===== src/rtl/pc_fetch_unit.sv =====
// Program counter and single-outstanding instruction fetch sequencer.
// Fetches one word per PC from memory and holds it for decode until accepted.
module pc_fetch_unit #(
  parameter int unsigned AddrSize   = 4,
  parameter int unsigned InstrSize  = 8,
  parameter int unsigned ResetPc    = 0,
  parameter int unsigned MemTimeout = 15
) (
  input  logic                 CLK,
  input  logic                 RESET_N,
  input  logic [AddrSize-1:0]  NEXT_PC,
  input  logic                 MEM_READY,
  input  logic [InstrSize-1:0] MEM_DATA,
  input  logic                 DEC_READY,
  output logic [AddrSize-1:0]  PC,
  output logic [AddrSize-1:0]  PC_PLUS1,
  output logic                 FETCH_REQ,
  output logic [AddrSize-1:0]  FETCH_ADDR,
  output logic [InstrSize-1:0] INSTR,
  output logic                 INSTR_VALID,
  output logic                 FETCH_ERR
);

  localparam int unsigned CntW = (MemTimeout < 2) ? 1 : $clog2(MemTimeout);

  typedef enum logic [1:0] {
    S_IDLE  = 2'd0,
    S_FETCH = 2'd1,
    S_HOLD  = 2'd2,
    S_ERROR = 2'd3
  } state_t;

  state_t               r_state;
  state_t               w_state_nxt;
  logic [AddrSize-1:0]  r_pc;
  logic [AddrSize-1:0]  w_pc_nxt;
  logic [InstrSize-1:0] r_instr;
  logic [InstrSize-1:0] w_instr_nxt;
  logic [CntW-1:0]      r_cnt;
  logic [CntW-1:0]      w_cnt_nxt;
  logic                 r_fetch_req;
  logic                 r_instr_valid;
  logic                 r_fetch_err;
  logic                 w_err_nxt;

  // State register
  always_ff @(posedge CLK or negedge RESET_N) begin
    if (!RESET_N) begin
      r_state <= S_IDLE;
    end else begin
      r_state <= w_state_nxt;
    end
  end

  // Datapath and registered status flags, all following the next state
  always_ff @(posedge CLK or negedge RESET_N) begin
    if (!RESET_N) begin
      r_pc          <= AddrSize'(ResetPc);
      r_instr       <= '0;
      r_cnt         <= '0;
      r_fetch_req   <= 1'b0;
      r_instr_valid <= 1'b0;
      r_fetch_err   <= 1'b0;
    end else begin
      r_pc          <= w_pc_nxt;
      r_instr       <= w_instr_nxt;
      r_cnt         <= w_cnt_nxt;
      r_fetch_req   <= (w_state_nxt == S_FETCH);
      r_instr_valid <= (w_state_nxt == S_HOLD);
      r_fetch_err   <= w_err_nxt;
    end
  end

  // Next-state logic; a ready on the final wait cycle still counts as success
  always_comb begin
    w_state_nxt = r_state;
    w_pc_nxt    = r_pc;
    w_instr_nxt = r_instr;
    w_cnt_nxt   = r_cnt;
    w_err_nxt   = r_fetch_err;
    case (r_state)
      S_IDLE: begin
        w_state_nxt = S_FETCH;
        w_cnt_nxt   = '0;
      end
      S_FETCH: begin
        if (MEM_READY) begin
          w_instr_nxt = MEM_DATA;
          w_cnt_nxt   = '0;
          w_state_nxt = S_HOLD;
        end else if (r_cnt == CntW'(MemTimeout - 1)) begin
          w_err_nxt   = 1'b1;
          w_state_nxt = S_ERROR;
        end else begin
          w_cnt_nxt = r_cnt + CntW'(1);
        end
      end
      S_HOLD: begin
        if (DEC_READY) begin
          w_pc_nxt    = NEXT_PC;
          w_cnt_nxt   = '0;
          w_state_nxt = S_FETCH;
        end
      end
      S_ERROR: begin
        w_err_nxt = 1'b1;
      end
      default: begin
        w_state_nxt = S_IDLE;
      end
    endcase
  end

  assign PC          = r_pc;
  assign PC_PLUS1    = r_pc + AddrSize'(1);
  assign FETCH_ADDR  = r_pc;
  assign FETCH_REQ   = r_fetch_req;
  assign INSTR       = r_instr;
  assign INSTR_VALID = r_instr_valid;
  assign FETCH_ERR   = r_fetch_err;

endmodule


===== config.mk =====
export PLATFORM = sky130hd
export DESIGN_NAME = pc_fetch_unit
export DESIGN_NICKNAME = d
export VERILOG_FILES = /design/src/rtl/pc_fetch_unit.sv
export SDC_FILE = /design/constraint.sdc
export NUM_CORES = 1
export LEC_CHECK = 0
export ABC_AREA = 1
export CAP_MARGIN = 15
export CORE_UTILIZATION = 29
export DETAILED_ROUTE_END_ITERATION = 8
export PLACE_DENSITY_LB_ADDON = 0.15
export SLEW_MARGIN = 10
export SYNTH_ARGS = -nofsm -noshare
export SYNTH_HDL_FRONTEND = slang
export SYNTH_SLANG_ARGS = --single-unit
export TNS_END_PERCENT = 30

===== constraint.sdc =====
create_clock -name CLK -period 1.3 [get_ports CLK]
set_clock_uncertainty 0.2 [all_clocks]
set_input_delay 0.195 -clock CLK [delete_from_list [all_inputs] [get_ports CLK]]
set_output_delay 0.195 -clock CLK [all_outputs]
set_load 0.02 [all_outputs]

==> results of run 1 <==
through the flow:
stage                     area, um^2  hold WS [ps]  setup TNS, ps  std cells
after floorplan                 1030          -301          -30.6        119
after global placement          1540           247          -6070        211
after detailed placement        1540           251          -6220        211
after CTS                       1580          23.3          -2210        218
after global routing            1630          18.4          -3210        220
final                           1630          33.5          -2140        220
Yosys cell counts (all sizes together):
library cell	n
nor2	5
buf	8
nand4	2
nor3	1
nand2	44
nand3	17
xor2	2
ha	3
inv	13
o21ai	1
xnor2	1
a21oi	1
dfrtp	21
metal layers:
metal  part of all wire, %  vias to the layer above
li1                      -                      476
met1                    45                      418
met2                    49                       25
met3                   5.3                        2
met4                  0.75                        0
met5                     0                        -
where the power goes:
| part | internal [mW] | leakage, nW | switching (mW) |
|---|---|---|---|
| registers | 0.923 | 0.254 | 0.200 |
| clock network | 0.119 | 0.0150 | 0.185 |
| logic | 1.15 | 0.582 | 1.19 |
| total | 2.19 | 0.850 | 1.57 |
worst max-delay path by stage:
stage                                   start           to  slack (ps)  cells past startpoint
floorplan           FETCH_ADDR[0]$_DFFE_PN0P_  PC_PLUS1[2]         -30                      2
global placement    FETCH_ADDR[0]$_DFFE_PN0P_  PC_PLUS1[2]        -420                      3
detailed placement  FETCH_ADDR[0]$_DFFE_PN0P_  PC_PLUS1[2]        -440                      3
CTS                 FETCH_ADDR[1]$_DFFE_PN0P_  PC_PLUS1[2]        -310                      3
global route        FETCH_ADDR[0]$_DFFE_PN0P_  PC_PLUS1[2]        -340                      3
finish              FETCH_ADDR[0]$_DFFE_PN0P_  PC_PLUS1[2]        -280                      3
cells by family (layout without fill, tap and decap cells):
kind of cell | after synthesis | after routing | share of synthesized area, %
simple gates | 69 | 69 | 29.9
flops | 21 | 21 | 52.1
buf+inv | 21 | 76 | 10.7
fa+ha+maj | 3 | 3 | 3.72
xor+xnor | 3 | 3 | 2.61
compound gates | 2 | 2 | 0.992
layout make-up:
type	count	area (um^2)
clock buffer	4	26.3
fill	341	1710
inverter	13	51.3
multi-input combinational	77	437
sequential	21	531
tap	46	57.6
timing repair buffer	59	529
repair_timing:
item	CTS	global route
hold endpoints to repair	0	0
setup buffers	3	3
pin swaps	4	1
setup endpoints to repair	38	29
resized for setup	124	13
state kept, by name (all words and copies together) (netlist names):
register and cells:
INSTR 8, FETCH_ADDR 4, r_cnt 4, r_state 2
FETCH_ERR 1, FETCH_REQ 1, INSTR_VALID 1
layout by cell type (no fill, tap or decap), types with 2 or more instances in the layout:
cell,count
sky130_fd_sc_hd__buf_6,17
sky130_fd_sc_hd__dfrtp_1,17
sky130_fd_sc_hd__nand2_1,40
sky130_fd_sc_hd__ha_4,2
sky130_fd_sc_hd__inv_1,9
sky130_fd_sc_hd__nand3_2,3
sky130_fd_sc_hd__nand4_1,2
sky130_fd_sc_hd__clkbuf_4,3
sky130_fd_sc_hd__buf_4,15
sky130_fd_sc_hd__dfrtp_2,4
sky130_fd_sc_hd__clkdlybuf4s50_1,15
sky130_fd_sc_hd__inv_2,3
sky130_fd_sc_hd__nor2_1,4
sky130_fd_sc_hd__buf_2,11
sky130_fd_sc_hd__nand2_2,4
sky130_fd_sc_hd__nand3_1,14
==> impl_results.html, run 1 <==
<table>
<tr><th>Metric</th><th>Value</th></tr>
<tr><th colspan="2">Yosys</th></tr>
<tr><td>Number of distinct standard cells referenced by the synthesized netlist</td><td>19</td></tr>
<tr><td>Fraction of the yosys area taken by sequential cells</td><td>52.1%</td></tr>
<tr><td>Most area-consuming cells after synthesis</td><td>sky130_fd_sc_hd__dfrtp_1 52%, sky130_fd_sc_hd__nand2_1 16%, sky130_fd_sc_hd__nand3_1 7.9%, sky130_fd_sc_hd__inv_1 4.5%, sky130_fd_sc_hd__buf_4 3.7%</td></tr>
<tr><td>Yosys reg bits</td><td>21</td></tr>
<tr><td>Post-synthesis cell area</td><td>0.00101 mm^2</td></tr>
<tr><td>Count of mapped cells out of synthesis</td><td>119</td></tr>
<tr><td>YS warnings</td><td>0</td></tr>
<tr><td>Mean instance size in the synthesized netlist</td><td>8.47 um^2</td></tr>
<tr><td>Top-area cell type share of the netlist area</td><td>52.1%</td></tr>
<tr><td>Post-synthesis cell type with the largest combined area</td><td>sky130_fd_sc_hd__dfrtp_1</td></tr>
<tr><td>Synth Net Count</td><td>138</td></tr>
<tr><th colspan="2">Clock network</th></tr>
<tr><td>Clock transition at the registers of the reported paths</td><td>110 ps</td></tr>
<tr><td>Clk_lat worst skew</td><td>290 ps</td></tr>
<tr><td>CTS tree</td><td>yes</td></tr>
<tr><td>Number of buffers on the longest clock path</td><td>2</td></tr>
<tr><td>Deepest level of the CTS H-tree</td><td>1</td></tr>
<tr><td>Clock root buffer</td><td>sky130_fd_sc_hd__clkbuf_4</td></tr>
<tr><td>Total clock sinks</td><td>21</td></tr>
<tr><td>Count of hold-fix buffers inserted at cts</td><td>0</td></tr>
<tr><td>Inserted Clock Buffers</td><td>3</td></tr>
<tr><th colspan="2">Pwr</th></tr>
<tr><td>Total power of the final layout</td><td>3.76 mW</td></tr>
<tr><td>Peak VDD IR</td><td>0.000589 V</td></tr>
<tr><td>Power density over the cells</td><td>2300 mW/mm^2</td></tr>
<tr><td>Leakage power figure</td><td>0.850 nW</td></tr>
<tr><th colspan="2">Status</th></tr>
<tr><td>Result of the run</td><td>complete, but fails checks</td></tr>
<tr><td>Failing checks</td><td>negative setup slack</td></tr>
<tr><th colspan="2">Global route</th></tr>
<tr><td>Vias in the first global route</td><td>803</td></tr>
<tr><td>Global-route wire length before repair</td><td>3.44 mm</td></tr>
<tr><td>Leftover overflow at the end of global routing</td><td>0</td></tr>
<tr><td>Highest-utilization routing layer at the global route stage</td><td>met2</td></tr>
<tr><td>Grt met1 use</td><td>17.0%</td></tr>
<tr><td>Initial antenna violation count</td><td>0</td></tr>
<tr><td>Global router's overall resource usage</td><td>12.6%</td></tr>
<tr><td>Largest net degree at the start of global routing</td><td>22</td></tr>
<tr><td>Met2 Use GR</td><td>20.1%</td></tr>
<tr><td>Grt met3 use</td><td>2.35%</td></tr>
<tr><th colspan="2">Floorplan</th></tr>
<tr><td># rows</td><td>21</td></tr>
<tr><td>I/O pin cnt</td><td>39</td></tr>
<tr><td>Initial Utilization</td><td>30.2%</td></tr>
<tr><td>Height of the die</td><td>61.0 um</td></tr>
<tr><td>DIE WIDTH</td><td>61.0 um</td></tr>
<tr><td>Floorplan Core Area</td><td>0.00334 mm^2</td></tr>
<tr><td>DIE AREA</td><td>0.00372 mm^2</td></tr>
<tr><th colspan="2">Drt</th></tr>
<tr><td>Overall routed net length</td><td>2.25 mm</td></tr>
<tr><td>DRT iter0 DRCs</td><td>16</td></tr>
<tr><td>Post-detailed-route count of antenna-violating nets</td><td>0</td></tr>
<tr><td>Routed wire per std cell</td><td>10.2 um</td></tr>
<tr><td>Vias</td><td>921</td></tr>
<tr><td>Number of detailed-routing iterations run before antenna repair</td><td>4</td></tr>
<tr><td>DRC</td><td>0</td></tr>
<tr><td>Vias per cell</td><td>4.19</td></tr>
<tr><th colspan="2">Place</th></tr>
<tr><td>Total of buffers placed on input and output ports</td><td>38</td></tr>
<tr><td>Global placement routability congestion</td><td>0.785</td></tr>
<tr><td>Post-Place Setup Slack</td><td>-437 ps</td></tr>
<tr><td>Detailed placer's ending HPWL</td><td>1.66 mm</td></tr>
<tr><th colspan="2">Critical path</th></tr>
<tr><td>Critical path, cell by cell</td><td>ha_4, xor2_2, buf_6</td></tr>
<tr><td>Setup Crit Path Kind</td><td>reg -&gt; out</td></tr>
<tr><td>Critical R2R Launch</td><td>r_cnt[1]$_DFFE_PN0P_</td></tr>
<tr><td>Worst Reg2Reg Path Length in Cells</td><td>5</td></tr>
<tr><td>Kind of cell with the highest combined delay on the critical path</td><td>flip-flops</td></tr>
<tr><td>Data required time of the critical path</td><td>900 ps</td></tr>
<tr><td>Worst Path Buf+Inv</td><td>1</td></tr>
<tr><td>Top fanout value on the critical path</td><td>3</td></tr>
<tr><td>Worst R2R End</td><td>r_cnt[2]$_DFFE_PN0P_</td></tr>
<tr><td>Crit path max-delay cell type</td><td>sky130_fd_sc_hd__dfrtp_2</td></tr>
<tr><td>Endpoint type of the worst setup path</td><td>output pin</td></tr>
<tr><td>Category of the worst setup path launch point</td><td>register</td></tr>
<tr><td>Delay of the slowest cell on the worst path</td><td>460 ps</td></tr>
<tr><td>Data arrival time of the worst path</td><td>1190 ps</td></tr>
<tr><td>Slack of the worst reg-to-reg path</td><td>-20 ps</td></tr>
<tr><th colspan="2">Final layout</th></tr>
<tr><td>Synth-to-Final Area Change</td><td>61.8%</td></tr>
<tr><td>Final core area utilization</td><td>48.9%</td></tr>
<tr><td># nets final</td><td>194</td></tr>
<tr><td>Layout cell share with drive strength beyond 1</td><td>39.1%</td></tr>
<tr><td>Number of diodes</td><td>0</td></tr>
<tr><th colspan="2">STA</th></tr>
<tr><td>Final number of max-transition violations</td><td>0</td></tr>
<tr><td>Final setup violation count</td><td>14</td></tr>
<tr><td>Final setup margin</td><td>-281 ps</td></tr>
<tr><td>Slew at the pin closest to its max-slew limit</td><td>219 ps</td></tr>
<tr><td>Headroom to the max-slew limit</td><td>85.4%</td></tr>
<tr><td>Final cycle utilization of the critical path</td><td>122%</td></tr>
<tr><td>Setup repair after global routing missed its margin</td><td>yes</td></tr>
<tr><td>Final count of hold timing violations</td><td>0</td></tr>
<tr><td>Maximum clock rate</td><td>0.633 GHz</td></tr>
<tr><td>Period minus WS final</td><td>1580 ps</td></tr>
<tr><th colspan="2">Job</th></tr>
<tr><td>MaxCap Viol Count</td><td>0</td></tr>
<tr><th colspan="2">Worst hold path</th></tr>
<tr><td>Class of the worst hold path</td><td>in -&gt; async</td></tr>
</table>
Note: power is estimated with default switching activity, not from simulation.
==> run 2, diff against run 1 <==
==> constraint.sdc (replaced) <==
create_clock -name CLK -period 1.35 [get_ports CLK]
set_clock_uncertainty 0.2 [all_clocks]
set_input_delay 0.2025 -clock CLK [delete_from_list [all_inputs] [get_ports CLK]]
set_output_delay 0.2025 -clock CLK [all_outputs]
set_load 0.02 [all_outputs]
==> run 2 against run 1 <==
The flow still finishes with violations (negative setup slack). Non-clock buffer count shrank 1. Global-route usage shrank 0.17 points. Die area stayed put. Via count increased by 0.65%. Sequential share of layout area is 0.20 points higher. Worst setup slack improved by 48 ps. Utilization fell by 0.52 points. Largest cell class unchanged. Sequential cell count unchanged. Final cell count fell by 0.45%. First-iteration DRC count up 81%. Hold slack better by 2.8 ps.
==> impl_results.html, run 2 (synthesis results as in run 1) <==
<table>
<tr><th>Metric</th><th>Value</th></tr>
<tr><th colspan="2">Status</th></tr>
<tr><td>Result of the run</td><td>complete, but fails checks</td></tr>
<tr><td>Failing checks</td><td>negative setup slack</td></tr>
<tr><th colspan="2">Final layout</th></tr>
<tr><td>Layout cell share with drive strength beyond 1</td><td>36.4% (-2.7 points)</td></tr>
<tr><td># nets final</td><td>193 (-0.52%)</td></tr>
<tr><td>Most used cells in the layout excluding fill and tap cells</td><td>42 x sky130_fd_sc_hd__nand2_1, 19 x sky130_fd_sc_hd__dfrtp_1, 17 x sky130_fd_sc_hd__buf_6</td></tr>
<tr><td>Number of diodes</td><td>0 (unchanged)</td></tr>
<tr><td>Largest register FFs</td><td>8 (unchanged)</td></tr>
<tr><td>Fill cells</td><td>343 (+0.59%)</td></tr>
<tr><td>Flip-flop and latch area</td><td>528 um^2 (-0.47%)</td></tr>
<tr><td>Synth-to-Final Area Change</td><td>60.0%</td></tr>
<tr><td>Area taken by multi-input logic gates</td><td>428 um^2 (-2.0%)</td></tr>
<tr><td>Commonest non-fill, non-tap cell in the layout</td><td>sky130_fd_sc_hd__nand2_1</td></tr>
<tr><th colspan="2">Pwr</th></tr>
<tr><td>Power density over the cells</td><td>2210 mW/mm^2 (-4.0%)</td></tr>
<tr><td>Total power of the final layout</td><td>3.57 mW (-5.1%)</td></tr>
<tr><td>Peak VDD IR</td><td>0.000816 V (+38%)</td></tr>
<tr><td>Leakage power figure</td><td>0.839 nW (-1.4%)</td></tr>
<tr><th colspan="2">Clock network</th></tr>
<tr><td>Total clock sinks</td><td>21 (unchanged)</td></tr>
<tr><td>Clock transition at the registers of the reported paths</td><td>120 ps (about the same)</td></tr>
<tr><td>CTS tree</td><td>yes</td></tr>
<tr><td>Number of buffers on the longest clock path</td><td>2 (unchanged)</td></tr>
<tr><td>Clk_lat worst skew</td><td>290 ps (about the same)</td></tr>
<tr><td>Inserted Clock Buffers</td><td>3 (unchanged)</td></tr>
<tr><td>Clock root buffer</td><td>sky130_fd_sc_hd__clkbuf_4</td></tr>
<tr><td>Deepest level of the CTS H-tree</td><td>1 (unchanged)</td></tr>
<tr><th colspan="2">Global route</th></tr>
<tr><td>Global-route wire length before repair</td><td>3.41 mm (-0.81%)</td></tr>
<tr><td>Leftover overflow at the end of global routing</td><td>0 (unchanged)</td></tr>
<tr><td>Vias in the first global route</td><td>791 (-1.5%)</td></tr>
<tr><td>Largest net degree at the start of global routing</td><td>22 (unchanged)</td></tr>
<tr><td>Global router's overall resource usage</td><td>12.4% (-0.17 points)</td></tr>
<tr><td>Initial antenna violation count</td><td>0 (unchanged)</td></tr>
<tr><th colspan="2">STA</th></tr>
<tr><td>Period minus WS final</td><td>1580 ps</td></tr>
<tr><td>Final number of max-transition violations</td><td>0 (unchanged)</td></tr>
<tr><td>Maximum clock rate</td><td>0.632 GHz</td></tr>
<tr><td>Hold WS</td><td>36.3 ps (+2.77 ps)</td></tr>
<tr><td>Final count of hold timing violations</td><td>0 (unchanged)</td></tr>
<tr><td>Final setup violation count</td><td>10 (-4)</td></tr>
<tr><td>Slew at the pin closest to its max-slew limit</td><td>211 ps (-8.59 ps)</td></tr>
<tr><td>Final setup margin</td><td>-232 ps (+48.3 ps)</td></tr>
<tr><td>Final cycle utilization of the critical path</td><td>117%</td></tr>
<tr><td>Setup repair after global routing missed its margin</td><td>yes</td></tr>
<tr><td>Final setup TNS</td><td>-1520 ps (+616 ps)</td></tr>
<tr><td>Headroom to the max-slew limit</td><td>85.9% (+0.48 points)</td></tr>
<tr><th colspan="2">Place</th></tr>
<tr><td>Post-Place Setup Slack</td><td>-402 ps (+34.8 ps)</td></tr>
<tr><td>Global placement routability congestion</td><td>0.747 (-4.9%)</td></tr>
<tr><td>Detailed placer's ending HPWL</td><td>1.71 mm (+3.3%)</td></tr>
<tr><td>Total of buffers placed on input and output ports</td><td>38 (unchanged)</td></tr>
<tr><th colspan="2">Floorplan</th></tr>
<tr><td>I/O pin cnt</td><td>39 (unchanged)</td></tr>
<tr><td># rows</td><td>21 (unchanged)</td></tr>
<tr><td>Initial Utilization</td><td>30.2% (unchanged)</td></tr>
<tr><td>Height of the die</td><td>61.0 um (unchanged)</td></tr>
<tr><td>DIE AREA</td><td>0.00372 mm^2 (unchanged)</td></tr>
<tr><td>DIE WIDTH</td><td>61.0 um (unchanged)</td></tr>
<tr><td>Floorplan Core Area</td><td>0.00334 mm^2 (unchanged)</td></tr>
<tr><th colspan="2">Critical path</th></tr>
<tr><td>Delay of the slowest cell on the worst path</td><td>450 ps (about the same)</td></tr>
<tr><td>Critical R2R Launch</td><td>r_cnt[0]$_DFFE_PN0P_</td></tr>
<tr><td>Data arrival time of the worst path</td><td>1180 ps (about the same)</td></tr>
<tr><td>Worst R2R End</td><td>r_cnt[0]$_DFFE_PN0P_</td></tr>
<tr><td>Slack of the worst reg-to-reg path</td><td>40 ps (+60 ps)</td></tr>
<tr><td>Critical path, cell by cell</td><td>ha_4, xor2_2, buf_6</td></tr>
<tr><td>Setup Crit Path Kind</td><td>reg -&gt; out</td></tr>
<tr><td>Crit path max-delay cell type</td><td>sky130_fd_sc_hd__dfrtp_2</td></tr>
<tr><td>Top fanout value on the critical path</td><td>4 (+1)</td></tr>
<tr><td>Category of the worst setup path launch point</td><td>register</td></tr>
<tr><td>Endpoint type of the worst setup path</td><td>output pin</td></tr>
<tr><td>Worst Reg2Reg Path Length in Cells</td><td>7 (+2)</td></tr>
<tr><td>Data required time of the critical path</td><td>950 ps (+50 ps)</td></tr>
<tr><th colspan="2">Drt</th></tr>
<tr><td>Number of detailed-routing iterations run before antenna repair</td><td>4 (unchanged)</td></tr>
<tr><td>Overall routed net length</td><td>2.29 mm (+1.6%)</td></tr>
<tr><td>DRC</td><td>0 (unchanged)</td></tr>
<tr><td>Vias per cell</td><td>4.23 (+1.1%)</td></tr>
<tr><td>Vias</td><td>927 (+0.65%)</td></tr>
<tr><td>DRT iter0 DRCs</td><td>29 (+13)</td></tr>
<tr><td>Routed wire per std cell</td><td>10.4 um (+2.0%)</td></tr>
<tr><td>Post-detailed-route count of antenna-violating nets</td><td>0 (unchanged)</td></tr>
<tr><th colspan="2">Job</th></tr>
<tr><td>MaxCap Viol Count</td><td>0 (unchanged)</td></tr>
<tr><th colspan="2">Worst hold path</th></tr>
<tr><td>Class of the worst hold path</td><td>in -&gt; async</td></tr>
</table>
run 2: final cells by class:
| class | instances | share of cell area (%) |
|---|---|---|
| Sequential cell | 21 | 32.7 |
| Timing Repair Buffer | 58 | 32.6 |
| Inverter | 13 | 3.02 |
| Tap cell | 46 | 3.57 |
| Multi-Input combinational cell | 77 | 26.5 |
| Clock buffer | 4 | 1.63 |
run 2: timing repair:
action	4_1_cts	5_1_grt
setup buffers	1	2
hold buffers	0	0
setup endpoints to repair	28	29
pin swaps	2	3
resized for setup	113	17
run 2: how the worst max path moves through the flow:
stage | from | to | slack, ps | cells past startpoint
finish | FETCH_ADDR[1]$_DFFE_PN0P_ | PC_PLUS1[2] | -230 | 3
CTS | FETCH_ADDR[1]$_DFFE_PN0P_ | PC_PLUS1[2] | -270 | 3
floorplan | FETCH_ADDR[2]$_DFFE_PN0P_ | PC_PLUS1[3] | -20 | 2
global route | FETCH_ADDR[1]$_DFFE_PN0P_ | PC_PLUS1[2] | -290 | 3
global placement | FETCH_ADDR[0]$_DFFE_PN0P_ | PC_PLUS1[2] | -380 | 3
detailed placement | FETCH_ADDR[0]$_DFFE_PN0P_ | PC_PLUS1[2] | -400 | 3
run 2: critical path: cells and delay by family (launching register included):
| family | cells | cell delay, ps |
|---|---|---|
| buffers and inverters | 1 | 130 |
| xor gates and xnor gates | 1 | 140 |
| DFF | 1 | 450 |
| adders and majority gates | 1 | 170 |
run 2: routing by layer:
| metal | track usage, % | share of wire, % |
|---|---|---|
| met1 | 16.2 | 45 |
| met2 | 21.0 | 49 |
| met3 | 2.13 | 4.4 |
| met4 | 3.90 | 0.79 |
| met5 | 0 | 0 |
run 2: power breakdown:
part,switching [mW],leakage [nW],internal [mW]
Combinational,1.13,0.568,1.07
Sequential,0.184,0.256,0.883
Clock,0.187,0.0150,0.115
run 2: per-stage QoR:
stage	instances	cell area (um^2)	utilization [%]
after floorplan	119	1030	-
after global placement	212	1550	46.4
after detailed placement	212	1550	46.4
after CTS	217	1550	46.5
after global routing	219	1610	48.4
final	219	1610	48.4
==> run 3, diff against run 2 <==
--- a/config.mk
+++ b/config.mk
@@ -5,8 +5,7 @@
 export SDC_FILE = /design/constraint.sdc
 export NUM_CORES = 1
 export LEC_CHECK = 0
-export ABC_AREA = 1
-export CAP_MARGIN = 15
+export CAP_MARGIN = 30
 export CORE_UTILIZATION = 29
 export DETAILED_ROUTE_END_ITERATION = 8
 export PLACE_DENSITY_LB_ADDON = 0.15
==> run 3 against run 2 <==
The flow still finishes with violations (negative setup slack). Count of clock-buffer cells in the layout unchanged. Final cell count down 20%. Sequential cell count unchanged. Largest power group unchanged. Critical path depth unchanged. First-iteration DRC count down 59%. Largest cell class unchanged. Die area down 3.5%. Synthesized cell count down 35%. Utilization up 2.1 points.
==> impl_results.html, run 3 <==
<table>
<tr><th>Metric</th><th>Value</th></tr>
<tr><th colspan="2">Status</th></tr>
<tr><td>Result of the run</td><td>complete, but fails checks</td></tr>
<tr><td>Failing checks</td><td>negative setup slack</td></tr>
<tr><th colspan="2">Drt</th></tr>
<tr><td>Post-detailed-route count of antenna-violating nets</td><td>0 (unchanged)</td></tr>
<tr><td>Routed wire per std cell</td><td>12.0 um (+15%)</td></tr>
<tr><td>Vias per cell</td><td>4.38 (+3.5%)</td></tr>
<tr><td>DRT iter0 DRCs</td><td>12 (-59%)</td></tr>
<tr><td>Number of detailed-routing iterations run before antenna repair</td><td>4 (unchanged)</td></tr>
<tr><td>Vias</td><td>767 (-17%)</td></tr>
<tr><td>Overall routed net length</td><td>2.10 mm (-8.3%)</td></tr>
<tr><td>DRC</td><td>0 (unchanged)</td></tr>
<tr><th colspan="2">Critical path</th></tr>
<tr><td>Setup Crit Path Kind</td><td>reg -&gt; out</td></tr>
<tr><td>Category of the worst setup path launch point</td><td>register</td></tr>
<tr><td>Endpoint type of the worst setup path</td><td>output pin</td></tr>
<tr><td>Crit path max-delay cell type</td><td>sky130_fd_sc_hd__dfrtp_2</td></tr>
<tr><td>Critical path, cell by cell</td><td>ha_4, xor2_2, buf_6</td></tr>
<tr><td>Data arrival time of the worst path</td><td>1180 ps (about the same)</td></tr>
<tr><td>Top fanout value on the critical path</td><td>3 (-1)</td></tr>
<tr><td>Delay of the slowest cell on the worst path</td><td>450 ps (about the same)</td></tr>
<tr><td>Data required time of the critical path</td><td>950 ps (about the same)</td></tr>
<tr><th colspan="2">Pwr</th></tr>
<tr><td>Peak VDD IR</td><td>0.000667 V (-18%)</td></tr>
<tr><td>Leakage power figure</td><td>0.726 nW (-13%)</td></tr>
<tr><td>Power density over the cells</td><td>1950 mW/mm^2 (-12%)</td></tr>
<tr><td>Total power of the final layout</td><td>3.08 mW (-14%)</td></tr>
<tr><th colspan="2">Yosys</th></tr>
<tr><td>Number of enable flip-flop cells after synthesis</td><td>0 (unchanged)</td></tr>
<tr><td>Predominant post-synthesis flop cell</td><td>sky130_fd_sc_hd__dfrtp_1</td></tr>
<tr><td>Count of mapped cells out of synthesis</td><td>77 (-35%)</td></tr>
<tr><td>Most area-consuming cells after synthesis</td><td>sky130_fd_sc_hd__dfrtp_1 54%, sky130_fd_sc_hd__mux2_2 14%, sky130_fd_sc_hd__buf_4 3.9%, sky130_fd_sc_hd__ha_1 3.9%, sky130_fd_sc_hd__o21ai_0 2.1%</td></tr>
<tr><td>Synth Net Count</td><td>96 (-30%)</td></tr>
<tr><td>Proportion of register bits with asynchronous set or reset after synthesis</td><td>100% (unchanged)</td></tr>
<tr><td>Post-synthesis cell type with the largest combined area</td><td>sky130_fd_sc_hd__dfrtp_1</td></tr>
<tr><td>Post-synthesis cell area</td><td>972 um^2 (-3.6%)</td></tr>
<tr><td>Yosys reg bits</td><td>21 (unchanged)</td></tr>
<tr><td>YS warnings</td><td>0 (unchanged)</td></tr>
<tr><td>Number of distinct standard cells referenced by the synthesized netlist</td><td>25 (+6)</td></tr>
<tr><td>List of most frequent post-synthesis cells</td><td>21 x sky130_fd_sc_hd__dfrtp_1, 12 x sky130_fd_sc_hd__mux2_2, 5 x sky130_fd_sc_hd__buf_4, 5 x sky130_fd_sc_hd__inv_1, 4 x sky130_fd_sc_hd__o21ai_0</td></tr>
<tr><td>Most frequent cell after synthesis</td><td>sky130_fd_sc_hd__dfrtp_1</td></tr>
<tr><td>Fraction of the yosys area taken by sequential cells</td><td>54.1% (+1.9 points)</td></tr>
<tr><td>Mean instance size in the synthesized netlist</td><td>12.6 um^2 (+49%)</td></tr>
<tr><td>Top-area cell type share of the netlist area</td><td>54.1% (+1.9 points)</td></tr>
<tr><th colspan="2">STA</th></tr>
<tr><td>Period minus WS final</td><td>1580 ps (+2.51 ps)</td></tr>
<tr><td>Slew at the pin closest to its max-slew limit</td><td>277 ps (+65.8 ps)</td></tr>
<tr><td>Final setup violation count</td><td>19 (+9)</td></tr>
<tr><td>Hold WS</td><td>34.1 ps (-2.22 ps)</td></tr>
<tr><td>Setup repair after global routing missed its margin</td><td>yes</td></tr>
<tr><td>Final setup margin</td><td>-235 ps (-2.51 ps)</td></tr>
<tr><td>Final cycle utilization of the critical path</td><td>117% (+0.19 points)</td></tr>
<tr><td>Final count of hold timing violations</td><td>0 (unchanged)</td></tr>
<tr><td>Maximum clock rate</td><td>0.631 GHz (-0.16%)</td></tr>
<tr><td>Headroom to the max-slew limit</td><td>81.5% (-4.3 points)</td></tr>
<tr><td>Final number of max-transition violations</td><td>0 (unchanged)</td></tr>
<tr><th colspan="2">Global route</th></tr>
<tr><td>Global-route wire length before repair</td><td>3.35 mm (-1.6%)</td></tr>
<tr><td>Global router's overall resource usage</td><td>12.8% (+0.32 points)</td></tr>
<tr><td>Initial antenna violation count</td><td>0 (unchanged)</td></tr>
<tr><td>Vias in the first global route</td><td>747 (-5.6%)</td></tr>
<tr><td>Leftover overflow at the end of global routing</td><td>0 (unchanged)</td></tr>
<tr><td>Largest net degree at the start of global routing</td><td>22 (unchanged)</td></tr>
<tr><th colspan="2">Floorplan</th></tr>
<tr><td>DIE WIDTH</td><td>59.9 um (-1.8%)</td></tr>
<tr><td>I/O pin cnt</td><td>39 (unchanged)</td></tr>
<tr><td>Initial Utilization</td><td>31.1% (+0.86 points)</td></tr>
<tr><td>DIE AREA</td><td>0.00359 mm^2 (-3.5%)</td></tr>
<tr><td>Floorplan Core Area</td><td>0.00313 mm^2 (-6.3%)</td></tr>
<tr><td># rows</td><td>20 (-4.8%)</td></tr>
<tr><td>Height of the die</td><td>59.9 um (-1.8%)</td></tr>
<tr><th colspan="2">Final layout</th></tr>
<tr><td>Synth-to-Final Area Change</td><td>62.4%</td></tr>
<tr><td>Most used cells in the layout excluding fill and tap cells</td><td>18 x sky130_fd_sc_hd__dfrtp_1, 15 x sky130_fd_sc_hd__clkdlybuf4s50_1, 14 x sky130_fd_sc_hd__buf_6, 14 x sky130_fd_sc_hd__buf_4, 12 x sky130_fd_sc_hd__mux2_2</td></tr>
<tr><td>Flip-flop and latch area</td><td>529 um^2 (+0.24%)</td></tr>
<tr><td>Layout cell share with drive strength beyond 1</td><td>54.2% (+18 points)</td></tr>
<tr><td>Area taken by multi-input logic gates</td><td>462 um^2 (+7.9%)</td></tr>
<tr><td>Number of diodes</td><td>0 (unchanged)</td></tr>
<tr><td>Fill cells</td><td>286 (-17%)</td></tr>
<tr><td>Largest register FFs</td><td>8 (unchanged)</td></tr>
<tr><td># nets final</td><td>151 (-22%)</td></tr>
<tr><td>Final core area utilization</td><td>50.5% (+2.1 points)</td></tr>
<tr><td>Commonest non-fill, non-tap cell in the layout</td><td>sky130_fd_sc_hd__dfrtp_1</td></tr>
<tr><td>Final non-filler cell area</td><td>0.00158 mm^2 (-2.2%)</td></tr>
<tr><th colspan="2">Clock network</th></tr>
<tr><td>Count of hold-fix buffers inserted at cts</td><td>0 (unchanged)</td></tr>
<tr><td>Deepest level of the CTS H-tree</td><td>1 (unchanged)</td></tr>
<tr><td>CTS tree</td><td>yes</td></tr>
<tr><td>Inserted Clock Buffers</td><td>3 (unchanged)</td></tr>
<tr><td>Clk_lat worst skew</td><td>300 ps (about the same)</td></tr>
<tr><td>Clock root buffer</td><td>sky130_fd_sc_hd__clkbuf_4</td></tr>
<tr><td>Total clock sinks</td><td>21 (unchanged)</td></tr>
<tr><td>Clock transition at the registers of the reported paths</td><td>110 ps (about the same)</td></tr>
<tr><td>Number of buffers on the longest clock path</td><td>2 (unchanged)</td></tr>
<tr><th colspan="2">Place</th></tr>
<tr><td>Cell Area, Placed</td><td>0.00152 mm^2 (-2.1%)</td></tr>
<tr><td>Total of buffers placed on input and output ports</td><td>38 (unchanged)</td></tr>
<tr><td>Detailed placer's ending HPWL</td><td>1.52 mm (-11%)</td></tr>
<tr><td>Global placement routability congestion</td><td>0.716 (-4.1%)</td></tr>
<tr><th colspan="2">Job</th></tr>
<tr><td>MaxCap Viol Count</td><td>0 (unchanged)</td></tr>
<tr><th colspan="2">Worst hold path</th></tr>
<tr><td>Class of the worst hold path</td><td>in -&gt; async</td></tr>
</table>
## run 3: cell type report
class                           count  share of cell area (%)
Clock buffer                        4                    1.66
Timing Repair Buffer               55                    30.9
Multi-Input combinational cell     46                    29.2
Inverter                            5                    1.19
Tap cell                           44                    3.49
Sequential cell                    21                    33.5
## run 3: cell families after synthesis
kind of cell	count (synthesis)	share of synthesized area, %
AOI/OAI and AO/OA	14	9.91
xor gates and xnor gates	3	2.70
adders and majority gates	3	3.86
buffers and inverters	10	5.79
DFF	21	54.1
muxes	12	13.9
and+or+nand+nor	14	9.78
## run 3: stage by stage
| stage | instances | setup slack [ps] | setup TNS, ps |
|---|---|---|---|
| global route | 175 | -282 | -2920 |
| finish | 175 | -235 | -1720 |
| floorplan | 77 | -76.2 | -236 |
| CTS | 174 | -275 | -1710 |
| detailed placement | 168 | -397 | -6880 |
| global placement | 168 | -378 | -6610 |
## run 3: critical path, delay by kind of cell (launching register included)
family / cells / cell delay, ps
xor+xnor: 1 / 140
fa+ha+maj: 1 / 170
buf+inv: 1 / 130
flops: 1 / 450
## run 3: layer usage
layer  track usage [%]  wire length, um
met1              15.7              997
met2              21.1              969
met3              2.16               98
met4              6.98               32
met5                 0                0
## run 3: repair_timing
action | 4_1_cts | 5_1_grt
pin swaps | 5 | 1
setup endpoints to repair | 42 | 24
gates resized for setup | 124 | 5
setup buffers | 2 | 1
## run 3: worst paths after layout
kind,startpoint,end,slack [ps],cells after the start
min reg2reg,FETCH_ERR$_DFFE_PN0P_,FETCH_ERR$_DFFE_PN0P_,280,1
min,RESET_N,r_cnt[2]$_DFFE_PN0P_,30,2
min in group CLK,FETCH_ERR$_DFFE_PN0P_,FETCH_ERR$_DFFE_PN0P_,280,1
max in group asynchronous,RESET_N,r_state[0]$_DFF_PN0_,770,2
max reg2reg,r_cnt[1]$_DFFE_PN0P_,FETCH_ERR$_DFFE_PN0P_,-50,4
max,FETCH_ADDR[0]$_DFFE_PN0P_,PC_PLUS1[2],-230,3
## run 3: power breakdown
group / internal, mW / total (mW) / switching [mW] / leakage [nW]
clock network: 0.115 / 0.302 / 0.187 / 0.0150
registers: 0.833 / 0.964 / 0.131 / 0.254
logic: 0.989 / 1.82 / 0.829 / 0.456
